### config.mk
export PLATFORM = sky130hd
export DESIGN_NAME = ddr_wr_arbiter
export DESIGN_NICKNAME = d
export VERILOG_FILES = /design/src/rtl/ddr_wr_arbiter.sv
export SDC_FILE = /design/constraint.sdc
export NUM_CORES = 1
export LEC_CHECK = 0
export CAP_MARGIN = 20
export CELL_PAD_IN_SITES_DETAIL_PLACEMENT = 0
export CELL_PAD_IN_SITES_GLOBAL_PLACEMENT = 1
export CORE_AREA = 3 3 741 743
export CTS_BUF_LIST = sky130_fd_sc_hd__clkbuf_16
export DETAILED_ROUTE_END_ITERATION = 6
export DIE_AREA = 0 0 744 746
export GPL_ROUTABILITY_DRIVEN = 0
export MAX_ROUTING_LAYER = met4
export PLACE_DENSITY_LB_ADDON = 0.1
export SYNTH_ARGS = -nofsm -noshare
export SYNTH_HDL_FRONTEND = slang
export SYNTH_SLANG_ARGS = --single-unit
### constraint.sdc
create_clock -name clk -period 2.15 [get_ports clk]
set_input_delay 0.43 -clock clk [delete_from_list [all_inputs] [get_ports clk]]
set_output_delay 0.43 -clock clk [all_outputs]
set_load 0.05 [all_outputs]
### src/rtl/ddr_wr_arbiter.sv
`default_nettype none
// ============================================================================
// Module   : ddr_wr_arbiter
// Purpose  : Round-robin arbiter sharing one AXI4 DDR write port between
//            NUM_REQ per-MRMAC-port ingress write masters. A grant is taken on
//            an AW request and held for the whole burst, until both the AW
//            handshake and the W beat carrying wlast have completed. The DDR
//            side ID is {grant index, requester AWID} so B responses can be
//            routed back to the requester that issued the burst.
// Ports    : clk, rst            - single clock, async active-high reset
//            s_aw*/s_w*          - packed per-requester AW/W channels
//                                  (requester i at slice [i*W +: W])
//            s_b*                - B channel; bid/bresp shared, bvalid/bready
//                                  per requester
//            m_axi_*             - AXI4 write master towards the DDR controller
//            grant_idx, busy     - debug: current grantee, high during a burst
//            burst_cnt           - (ARB_STATS_EN only) 32-bit completed-burst
//                                  counter per requester
// Options  : `define ARB_STATS_EN adds burst_cnt and its counters.
// Revision : 1.0 - initial release
// ============================================================================
module ddr_wr_arbiter #(
  parameter int NUM_REQ    = 2,
  parameter int ADDR_WIDTH = 32,
  parameter int DATA_WIDTH = 512,
  parameter int ID_WIDTH   = 4,
  parameter int IDX_W      = (NUM_REQ > 1) ? $clog2(NUM_REQ) : 1,
  parameter int M_ID_WIDTH = ID_WIDTH + IDX_W
) (
  input  logic                             clk,
  input  logic                             rst,
  // requester-side AW
  input  logic [NUM_REQ*ID_WIDTH-1:0]      s_awid,
  input  logic [NUM_REQ*ADDR_WIDTH-1:0]    s_awaddr,
  input  logic [NUM_REQ*8-1:0]             s_awlen,
  input  logic [NUM_REQ*3-1:0]             s_awsize,
  input  logic [NUM_REQ*2-1:0]             s_awburst,
  input  logic [NUM_REQ-1:0]               s_awvalid,
  output logic [NUM_REQ-1:0]               s_awready,
  // requester-side W
  input  logic [NUM_REQ*DATA_WIDTH-1:0]    s_wdata,
  input  logic [NUM_REQ*DATA_WIDTH/8-1:0]  s_wstrb,
  input  logic [NUM_REQ-1:0]               s_wlast,
  input  logic [NUM_REQ-1:0]               s_wvalid,
  output logic [NUM_REQ-1:0]               s_wready,
  // requester-side B
  output logic [ID_WIDTH-1:0]              s_bid,
  output logic [1:0]                       s_bresp,
  output logic [NUM_REQ-1:0]               s_bvalid,
  input  logic [NUM_REQ-1:0]               s_bready,
  // DDR-side AW
  output logic [M_ID_WIDTH-1:0]            m_axi_awid,
  output logic [ADDR_WIDTH-1:0]            m_axi_awaddr,
  output logic [7:0]                       m_axi_awlen,
  output logic [2:0]                       m_axi_awsize,
  output logic [1:0]                       m_axi_awburst,
  output logic                             m_axi_awvalid,
  input  logic                             m_axi_awready,
  // DDR-side W
  output logic [DATA_WIDTH-1:0]            m_axi_wdata,
  output logic [DATA_WIDTH/8-1:0]          m_axi_wstrb,
  output logic                             m_axi_wlast,
  output logic                             m_axi_wvalid,
  input  logic                             m_axi_wready,
  // DDR-side B
  input  logic [M_ID_WIDTH-1:0]            m_axi_bid,
  input  logic [1:0]                       m_axi_bresp,
  input  logic                             m_axi_bvalid,
  output logic                             m_axi_bready,
`ifdef ARB_STATS_EN
  output logic [NUM_REQ*32-1:0]            burst_cnt,
`endif
  // debug
  output logic [IDX_W-1:0]                 grant_idx,
  output logic                             busy
);

  localparam int STRB_W = DATA_WIDTH / 8;

  localparam logic [0:0] S_IDLE  = 1'b0;
  localparam logic [0:0] S_BURST = 1'b1;

  logic [0:0]       state_q, state_d;
  logic [IDX_W-1:0] grant_q, grant_d;
  logic [IDX_W-1:0] rr_ptr_q, rr_ptr_d;
  logic             aw_done_q, aw_done_d;
  logic             w_done_q, w_done_d;
  logic             burst_end;

  logic             pick_found;
  logic [IDX_W-1:0] pick_idx;

  logic [ID_WIDTH-1:0]   g_awid;
  logic [ADDR_WIDTH-1:0] g_awaddr;
  logic [7:0]            g_awlen;
  logic [2:0]            g_awsize;
  logic [1:0]            g_awburst;
  logic                  g_awvalid;
  logic [DATA_WIDTH-1:0] g_wdata;
  logic [STRB_W-1:0]     g_wstrb;
  logic                  g_wlast;
  logic                  g_wvalid;

  logic             in_burst;
  logic             awready_g;
  logic             wready_g;
  logic             aw_hs;
  logic             w_last_hs;
  logic [IDX_W-1:0] id_idx;
  logic [IDX_W-1:0] b_idx;

  assign in_burst = (state_q == S_BURST);

  // Round-robin pick: first asserted awvalid at or after rr_ptr, wrapping.
  always_comb begin : p_pick
    int cand;
    cand       = 0;
    pick_found = 1'b0;
    pick_idx   = '0;
    for (int k = 0; k < NUM_REQ; k++) begin
      cand = int'(rr_ptr_q) + k;
      if (cand >= NUM_REQ) begin
        cand = cand - NUM_REQ;
      end
      if (!pick_found && s_awvalid[cand]) begin
        pick_found = 1'b1;
        pick_idx   = IDX_W'(cand);
      end
    end
  end

  // Grantee mux for the AW/W payload and valids.
  always_comb begin : p_mux
    g_awid    = '0;
    g_awaddr  = '0;
    g_awlen   = '0;
    g_awsize  = '0;
    g_awburst = '0;
    g_awvalid = 1'b0;
    g_wdata   = '0;
    g_wstrb   = '0;
    g_wlast   = 1'b0;
    g_wvalid  = 1'b0;
    for (int i = 0; i < NUM_REQ; i++) begin
      if (grant_q == IDX_W'(i)) begin
        g_awid    = s_awid[i*ID_WIDTH +: ID_WIDTH];
        g_awaddr  = s_awaddr[i*ADDR_WIDTH +: ADDR_WIDTH];
        g_awlen   = s_awlen[i*8 +: 8];
        g_awsize  = s_awsize[i*3 +: 3];
        g_awburst = s_awburst[i*2 +: 2];
        g_awvalid = s_awvalid[i];
        g_wdata   = s_wdata[i*DATA_WIDTH +: DATA_WIDTH];
        g_wstrb   = s_wstrb[i*STRB_W +: STRB_W];
        g_wlast   = s_wlast[i];
        g_wvalid  = s_wvalid[i];
      end
    end
  end

  // AW and W are independent: once the grant is taken, W beats may pass
  // before the AW handshake. Each channel closes itself once done.
  assign m_axi_awvalid = in_burst & g_awvalid & ~aw_done_q;
  assign awready_g     = in_burst & m_axi_awready & ~aw_done_q;
  assign m_axi_wvalid  = in_burst & g_wvalid & ~w_done_q;
  assign wready_g      = in_burst & m_axi_wready & ~w_done_q;

  assign aw_hs     = m_axi_awvalid & m_axi_awready;
  assign w_last_hs = m_axi_wvalid & m_axi_wready & g_wlast;

  always_comb begin : p_ready
    s_awready = '0;
    s_wready  = '0;
    for (int i = 0; i < NUM_REQ; i++) begin
      if (grant_q == IDX_W'(i)) begin
        s_awready[i] = awready_g;
        s_wready[i]  = wready_g;
      end
    end
  end

  // With a single requester there is no real index; the ID bit is tied low.
  if (NUM_REQ == 1) begin : g_idx_tied
    assign id_idx = '0;
  end else begin : g_idx_grant
    assign id_idx = grant_q;
  end

  assign m_axi_awid    = {id_idx, g_awid};
  assign m_axi_awaddr  = g_awaddr;
  assign m_axi_awlen   = g_awlen;
  assign m_axi_awsize  = g_awsize;
  assign m_axi_awburst = g_awburst;
  assign m_axi_wdata   = g_wdata;
  assign m_axi_wstrb   = g_wstrb;
  assign m_axi_wlast   = g_wlast;

  // FSM next state
  always_comb begin : p_next
    state_d   = state_q;
    grant_d   = grant_q;
    rr_ptr_d  = rr_ptr_q;
    aw_done_d = aw_done_q;
    w_done_d  = w_done_q;
    burst_end = 1'b0;
    case (state_q)
      S_IDLE: begin
        if (pick_found) begin
          state_d   = S_BURST;
          grant_d   = pick_idx;
          aw_done_d = 1'b0;
          w_done_d  = 1'b0;
        end
      end
      S_BURST: begin
        aw_done_d = aw_done_q | aw_hs;
        w_done_d  = w_done_q | w_last_hs;
        // Covers both channels finishing in the same cycle.
        if (aw_done_d && w_done_d) begin
          burst_end = 1'b1;
          state_d   = S_IDLE;
          rr_ptr_d  = (grant_q == IDX_W'(NUM_REQ - 1)) ? '0 : grant_q + IDX_W'(1);
        end
      end
      default: begin
        state_d = S_IDLE;
      end
    endcase
  end

  always_ff @(posedge clk or posedge rst) begin
    if (rst) begin
      state_q   <= S_IDLE;
      grant_q   <= '0;
      rr_ptr_q  <= '0;
      aw_done_q <= 1'b0;
      w_done_q  <= 1'b0;
    end else begin
      state_q   <= state_d;
      grant_q   <= grant_d;
      rr_ptr_q  <= rr_ptr_d;
      aw_done_q <= aw_done_d;
      w_done_q  <= w_done_d;
    end
  end

  // B routing: the top IDX_W bits of BID select the requester. An index
  // with no requester behind it is accepted and discarded.
  assign b_idx   = m_axi_bid[M_ID_WIDTH-1 -: IDX_W];
  assign s_bid   = m_axi_bid[ID_WIDTH-1:0];
  assign s_bresp = m_axi_bresp;

  always_comb begin : p_bresp
    s_bvalid     = '0;
    m_axi_bready = 1'b1;
    for (int i = 0; i < NUM_REQ; i++) begin
      if (b_idx == IDX_W'(i)) begin
        s_bvalid[i]  = m_axi_bvalid;
        m_axi_bready = s_bready[i];
      end
    end
  end

`ifdef ARB_STATS_EN
  for (genvar gi = 0; gi < NUM_REQ; gi++) begin : g_stats
    logic [31:0] cnt_q;
    always_ff @(posedge clk or posedge rst) begin
      if (rst) begin
        cnt_q <= '0;
      end else if (burst_end && (grant_q == IDX_W'(gi))) begin
        cnt_q <= cnt_q + 32'd1;
      end
    end
    assign burst_cnt[gi*32 +: 32] = cnt_q;
  end
`endif

  assign grant_idx = grant_q;
  assign busy      = in_burst;

endmodule
`default_nettype wire

==> results of run 1 <==
logic make-up after synthesis:
kind of cell | synth area share [%]
AOI/OAI and AO/OA | 0.5817
and+or+nand+nor | 1.041
muxes | 86.82
buffers and inverters | 10.03
DFF | 1.531
stage by stage:
stage / util, % / TNS (ns) / instance area, sq um / hold slack [ns] / cells
floorplan: - / -0.04017 / 8175 / 0.2085 / 739
global placement: 6.822 / -87.25 / 37080 / 0.5099 / 9928
detailed placement: 6.822 / -85.94 / 37080 / 0.5189 / 9928
CTS: 7.128 / -196.67 / 38750 / 0.4326 / 9968
global route: 7.765 / -190.22 / 42200 / 0.4693 / 10280
layer usage:
metal	global-route usage, %
met5	-
met4	0.6457
met3	9.516
met2	18.07
met1	12.36
synthesized netlist by cell type, drive strengths merged:
master  number  share of area [%]
and3         2               0.15
mux2i        1               0.12
o21ai        1              0.061
buf         77                9.9
mux2       629                 87
inv          3               0.14
nor2b        1              0.077
nor3         1               0.12
a31oi        1              0.077
nor2         6               0.28
a41oi        1               0.20
nand2        4               0.18
dfrtp        5                1.5
a21oi        4               0.24
and2         3               0.23
what timing repair did:
action / 4_1_cts / 5_1_grt
pin swaps: 2 / 3
gates resized for setup: 251 / 514
cloned: 12 / 30
setup endpoints to repair: 634 / 636
buffers inserted: 26 / 36
==> metrics.cfg, run 1 <==
[run_status]
outcome=stopped before the end
lastStage=detailed routing
error=[ERROR DRT-0255] Maze Route cannot find path of net s_wdata[619] in worker of routeBox ( 724500 193200 ) ( 744000 241500 ).

[die]
initial_utilization_pct=1.504
die_w_um=744
ios=1914
rows=271
die_y_um=746

[clock_tree]
cts_sinks=5
cts-root-buf=clkbuf_16
h-tree-depth=1
hold_buffers=0
cts_made_buffers=3
clock_path_buffers=2

[global_route]
gr-total-overflow=0
grt_pass1_vias=17530
grt_max_degree=30
grt_use_total_pct=11.82
grt_antenna_before_repair=489
grt_pass1_wl_mm=374.0

[yosys]
yosys_warnings=0
ys_types=19
netlist_area_sq_um=8174
synthCells=739
avgSynthCellArea_sq_um=11.06
synth-seq-cells=5
yosysSeqAreaShare_pct=1.531
synth_nets=2009

[sta]
worst_endpoint=m_axi_wdata[361]
endpoint_type=output port

[placed_design]
pre_cts_ws_ns=-0.6610
io_buffers=1901
hpwlAfterDp_mm=319.4

==> run 2: changes to the inputs <==
==> config.mk (replaced) <==
export PLATFORM = sky130hd
export DESIGN_NAME = ddr_wr_arbiter
export DESIGN_NICKNAME = d
export VERILOG_FILES = /design/src/rtl/ddr_wr_arbiter.sv
export SDC_FILE = /design/constraint.sdc
export NUM_CORES = 1
export LEC_CHECK = 0
export CAP_MARGIN = 20
export CORE_AREA = 3 3 742 744
export DETAILED_ROUTE_END_ITERATION = 6
export DIE_AREA = 0 0 745 747
export GPL_ROUTABILITY_DRIVEN = 0
export PLACE_DENSITY_LB_ADDON = 0.15
export SYNTH_ARGS = -nofsm -noshare
export SYNTH_HDL_FRONTEND = slang
export SYNTH_SLANG_ARGS = --single-unit
==> run 2 against run 1 <==
Net effect: the flow now finishes, with violations (negative setup slack); synthesized cell count unchanged; synthesized area unchanged; global-route usage rose by 1.6 points.
==> metrics.cfg, run 2 <==
[run_status]
outcome=finished, violations left
failed_checks=negative setup slack

[die]
ios=1914
rows=271
core_area_sq_um=544600
die_area_sq_um=556500
die_w_um=745
die_y_um=747
initial_utilization_pct=1.501

[detailed_routing]
drtAntennaViolNets=0
viasPerCell=1.849
avgRoutedWirePerCell_um=39.14
wirelength_mm=393.9
vias=18610
drt-pass1-iter-count=5
drc=0
drtIter0Drc=686

[sta]
layout_setup_ws_ns=-0.3462
fmax_mhz=400.6
relSlewSlack_pct=57.93
skew_ns=0.005784
rsz0062_at_grt=true
tightest_slew_ns=0.6291
maxSlewViolCount=0
layout_min_cycle_time_ns=2.496
hold_viol_final=0
post-route-period-util_pct=116.1
setup_violations=631

[global_route]
grt_antenna_before_repair=552
grt_pass1_vias=17960
grt_max_degree=43
grt_pass1_wl_mm=429.7
grt_use_total_pct=13.40
gr-total-overflow=0

[yosys]
synth_edf_count=0
ys_async_sr_fraction_pct=100.0
synthTopCellsByArea=mux2_2 (78%), buf_6 (8.8%), mux2_1 (8.3%)
synth.largest_area_cell=mux2_2
synth_top_flop_cell=dfrtp_1
synth_common_cells=mux2_2 (568), buf_6 (64), mux2_1 (60)
netlist_area_sq_um=8174
yosysSeqAreaShare_pct=1.531
synth-seq-cells=5
yosys_warnings=0
avgSynthCellArea_sq_um=11.06
synth_nets=2009
synth.most_common_cell=mux2_2
ys_types=19
synthCells=739
yosysTopAreaCellShare_pct=78.25

[setup_path]
crit_path_top_delay_cell=dfrtp_4
cp_max_fo=9
setup.worst_path.class=reg -> out
path_cells=buf_16 -> buf_8 -> buf_16 -> mux2_4 -> buf_12
crit_path_end_kind=primary output
start_kind=flop
crit_arrival_ns=2.07
slowest_delay_ns=0.52
critPathRequiredTime_ns=1.72
crit_top_cell=buf_16

[clock_tree]
hold_buffers=0
cts-root-buf=clkbuf_16
tritoncts=done
clock_path_buffers=2
cts_sinks=5
clkTransAtPathRegs_ns=0.04
clock_latency_ns=0.24
h-tree-depth=1
cts_made_buffers=3

[placed_design]
hpwlAfterDp_mm=377.1
pre_cts_ws_ns=-0.6865
io_buffers=1901

[final_layout]
mostFrequentLayoutCell=clkdlybuf4s50_1
nets=4015
final_layout_size_suffix_gt1_share_pct=52.11
fillers=63720
synthToLayoutAreaGrowth_pct=408.2
layout_common_cells=clkdlybuf4s50_1 (1261), mux2_2 (440), buf_12 (326)

[power]
leakage_nw=14.27
p_total_mw=49.50
pwr_density_cell_nw_per_um2=1191
peakVddDrop_uv=409.9

[run]
cap_violations=0

[min_path]
min_path_type=reg -> reg

## run 2: cell counts after synthesis
No cell type changed its count.
## run 2: routing by layer
| metal | global-route usage, % | up-vias | routed length [um] |
|---|---|---|---|
| met5 | 0 | - | 2026 |
| met4 | 2.142 | 304 | 12370 |
| met3 | 9.845 | 916 | 66290 |
| met2 | 21.78 | 2179 | 173000 |
| met1 | 14.09 | 8256 | 140200 |
| li1 | - | 6951 | - |
## run 2: power breakdown
group	switching [mW]	internal [mW]	leakage, nW
combinational	28.9	20.0	14.2
clock	0.0736	0.244	0.0414
sequential	0.0604	0.146	0.0564
## run 2: logic make-up (layout without fill, tap and decap cells)
logic type      Yosys count  after routing  share of synthesized area (%)
mux                     630            630                          86.82
simple gates             17             17                          1.041
flops                     5              5                          1.531
buf+inv                  80           2085                          10.03
other cells               0             87                              0
compound gates            7              7                         0.5817
## run 2: path summary, 6_finish.rpt
path                                start         endpoint  slack, ns  cells after the start
worst max-delay path            grant_idx  m_axi_wdata[42]      -0.35                      5
worst min-delay path             rr_ptr_q         rr_ptr_q       0.54                      2
worst max register to register  grant_idx         rr_ptr_q       0.10                      7
worst min register to register   rr_ptr_q         rr_ptr_q       0.54                      2
max in group asynchronous             rst        grant_idx       1.19                      2
min in group asynchronous             rst             busy       0.56                      2
## run 2: final cells by class
cell class	instances	area, sq um	area share [%]
multi-input combinational	654	7854	18.91
inverter	3	11.26	0.02711
sequential	5	128.9	0.3102
clock buffer	3	75.07	0.1807
clock inverter	1	5.005	0.01205
antenna	87	217.7	0.5241
timing repair buffer	2078	24200	58.25
tap	7234	9051	21.79
## run 2: critical path: cells and delay by family, from the launching register on
kind,cells,cell delay (ns)
multiplexers,1,0.45
buffers and inverters,4,0.74
flip-flops,1,0.52
## run 2: stage by stage
stage	cells	util (%)	hold slack [ns]	cell area, sq um	TNS [ns]
CTS	9932	7.230	0.5351	39370	-176.22
finish	10070	7.629	0.5443	41540	-133.67
global route	10010	7.602	0.5721	41390	-175.55
detailed placement	9919	7.122	0.5253	38780	-27.48
floorplan	739	-	0.2085	8175	-0.04017
global placement	9919	7.122	0.5753	38780	-31.29
## run 2: repair_timing
| action | in CTS | in global routing |
|---|---|---|
| gates resized for setup | 85 | 359 |
| gates cloned | 7 | 16 |
| setup buffers | 2 | 34 |
| endpoints found under the setup margin | 630 | 632 |
No activity file was read; power rests on OpenSTA's default activity.
==> run 3: changes to the inputs <==
--- a/config.mk
+++ b/config.mk
@@ -6,9 +6,9 @@
 export NUM_CORES = 1
 export LEC_CHECK = 0
 export CAP_MARGIN = 20
-export CORE_AREA = 3 3 742 744
+export CORE_AREA = 4 4 743 745
 export DETAILED_ROUTE_END_ITERATION = 6
-export DIE_AREA = 0 0 745 747
+export DIE_AREA = 0 0 747 749
 export GPL_ROUTABILITY_DRIVEN = 0
 export PLACE_DENSITY_LB_ADDON = 0.15
 export SYNTH_ARGS = -nofsm -noshare
==> run 3 against run 2 <==
Net effect: the run still ends with negative setup slack left; clock skew decreased by 0.00094 ns; sequential share of layout area about the same; non-clock buffer count decreased by 33; cell count decreased by 0.21%; register-to-register slack got worse by 0.22 ns; combinational power decreased by 6.3%; maximum frequency increased by 0.65%; clock-buffer cell count unchanged; first-iteration DRC count increased by 31%; largest cell class unchanged.
==> metrics.cfg, run 3 (synthesis gave the netlist of run 2 again) <==
[sta]
layout_setup_ws_ns=-0.3301
maxSlewViolCount=0
layout_min_cycle_time_ns=2.480
hold_viol_final=0
tightest_slew_ns=0.4887
post-route-period-util_pct=115.4
relSlewSlack_pct=67.32
fmax_mhz=403.2
whs_ns=0.4596
skew_ns=0.004843
rsz0062_at_grt=true
setup_violations=633

[final_layout]
layout_common_cells=clkdlybuf4s50_1 (1263), mux2_2 (450), buf_4 (296)
fillers=63840
multi_input_area_sq_um=7844
mostFrequentLayoutCell=clkdlybuf4s50_1
synthToLayoutAreaGrowth_pct=394.7
final_layout_size_suffix_gt1_share_pct=51.75
final_cells=10040
nets=3982
seqCellArea_sq_um=128.9
fin_area_sq_um=40440

[run_status]
failed_checks=negative setup slack
outcome=finished, violations left

[setup_path]
path_delay_family=buffers and inverters
slowest_delay_ns=0.50
crit_arrival_ns=2.05
start_kind=flop
crit_top_cell=buf_16
crit_path_top_delay_cell=dfrtp_4
setup.worst_path.class=reg -> out
crit_path_end_kind=primary output
cp_max_fo=11
path_cells=buf_4 -> buf_16 -> buf_12 -> buf_16 -> mux2_4 -> buf_6
critPathRequiredTime_ns=1.72
critPathBufInv=5

[placed_design]
dpl_cell_area_sq_um=36820
hpwlAfterDp_mm=365.5
dpl.cell_count=9879
pre_cts_ws_ns=-0.1778
io_buffers=1901

[clock_tree]
cts_made_buffers=3
clock_path_buffers=2
clock_latency_ns=0.24
clkTransAtPathRegs_ns=0.04
h-tree-depth=1
cts-root-buf=clkbuf_16
cts_sinks=5
tritoncts=done

[detailed_routing]
avgRoutedWirePerCell_um=38.12
drtIter0Drc=897
viasPerCell=1.849
drt-pass1-iter-count=4
drc=0
drtAntennaViolNets=0
wirelength_mm=382.8
vias=18570

[power]
p_total_mw=46.39
leakage_nw=13.75
peakVddDrop_uv=622.7
pwr_density_cell_nw_per_um2=1147

[global_route]
grt_use_total_pct=12.97
grt_max_degree=35
grt_pass1_vias=17900
grt_pass1_wl_mm=421.5
grt_antenna_before_repair=536
gr-total-overflow=0

[min_path]
min_path_type=in -> async

[die]
ios=1914
die_y_um=749
core_area_sq_um=544600
rows=271
die_area_sq_um=559500
die_w_um=747
initial_utilization_pct=1.501

[run]
cap_violations=0

run 3: changes by cell type in the layout (fill, tap and decap cells not counted), moves of 6 or more:
cell / change
buf_16: +11
diode_2: +12
buf_12: -121
mux2_2: +10
buf_6: +70
mux2_1: -6
buf_4: -16
buf_8: +23
run 3: final timing paths:
kind	startpoint	endpoint	slack [ns]	cells after the start
setup / recovery	grant_idx	m_axi_wdata[292]	-0.33	6
hold / removal	rst	w_done_q	0.46	2
setup reg to reg	grant_idx	rr_ptr_q	-0.12	9
hold reg to reg	aw_done_q	aw_done_q	0.52	2
max in group asynchronous	rst	grant_idx	1.41	2
min in group clk	aw_done_q	aw_done_q	0.52	2
run 3: metrics by stage:
stage | util (%) | TNS [ns]
4_1_cts | 7.117 | -149.47
3_3_place_gp | 6.762 | -17.92
5_1_grt | 7.393 | -143.88
2_1_floorplan | - | -0.04017
6_report | 7.426 | -116.97
3_5_place_dp | 6.762 | -19.99
run 3: power by group:
part | internal [mW] | switching, mW | leakage (nW)
Clock | 0.244 | 0.0761 | 0.0415
Sequential | 0.145 | 0.0466 | 0.0564
Combinational | 19.4 | 26.5 | 13.7
Total | 19.8 | 26.6 | 13.8
run 3: routing by layer:
metal	GRT usage (%)	share of wire, %
met5	0	0.52
met4	1.737	3.0
met2	21.44	45
met3	9.366	15
met1	13.63	36
run 3: final cells by class:
type	count	share of cell area, %
multi-input cells	654	19.40
clock inverters	1	0.01238
clock buffers	3	0.1857
repair buffers	2045	57.06
flip-flops and latches	5	0.3187
inverters	3	0.02785
diodes	99	0.6127
well taps	7234	22.38
run 3: what timing repair did:
item | CTS | global route
hold buffers | 0 | 0
cloned | 17 | 18
buffers inserted | 23 | 9
gates resized for setup | 303 | 282
pin swaps | 0 | 1
endpoints found under the setup margin | 618 | 629
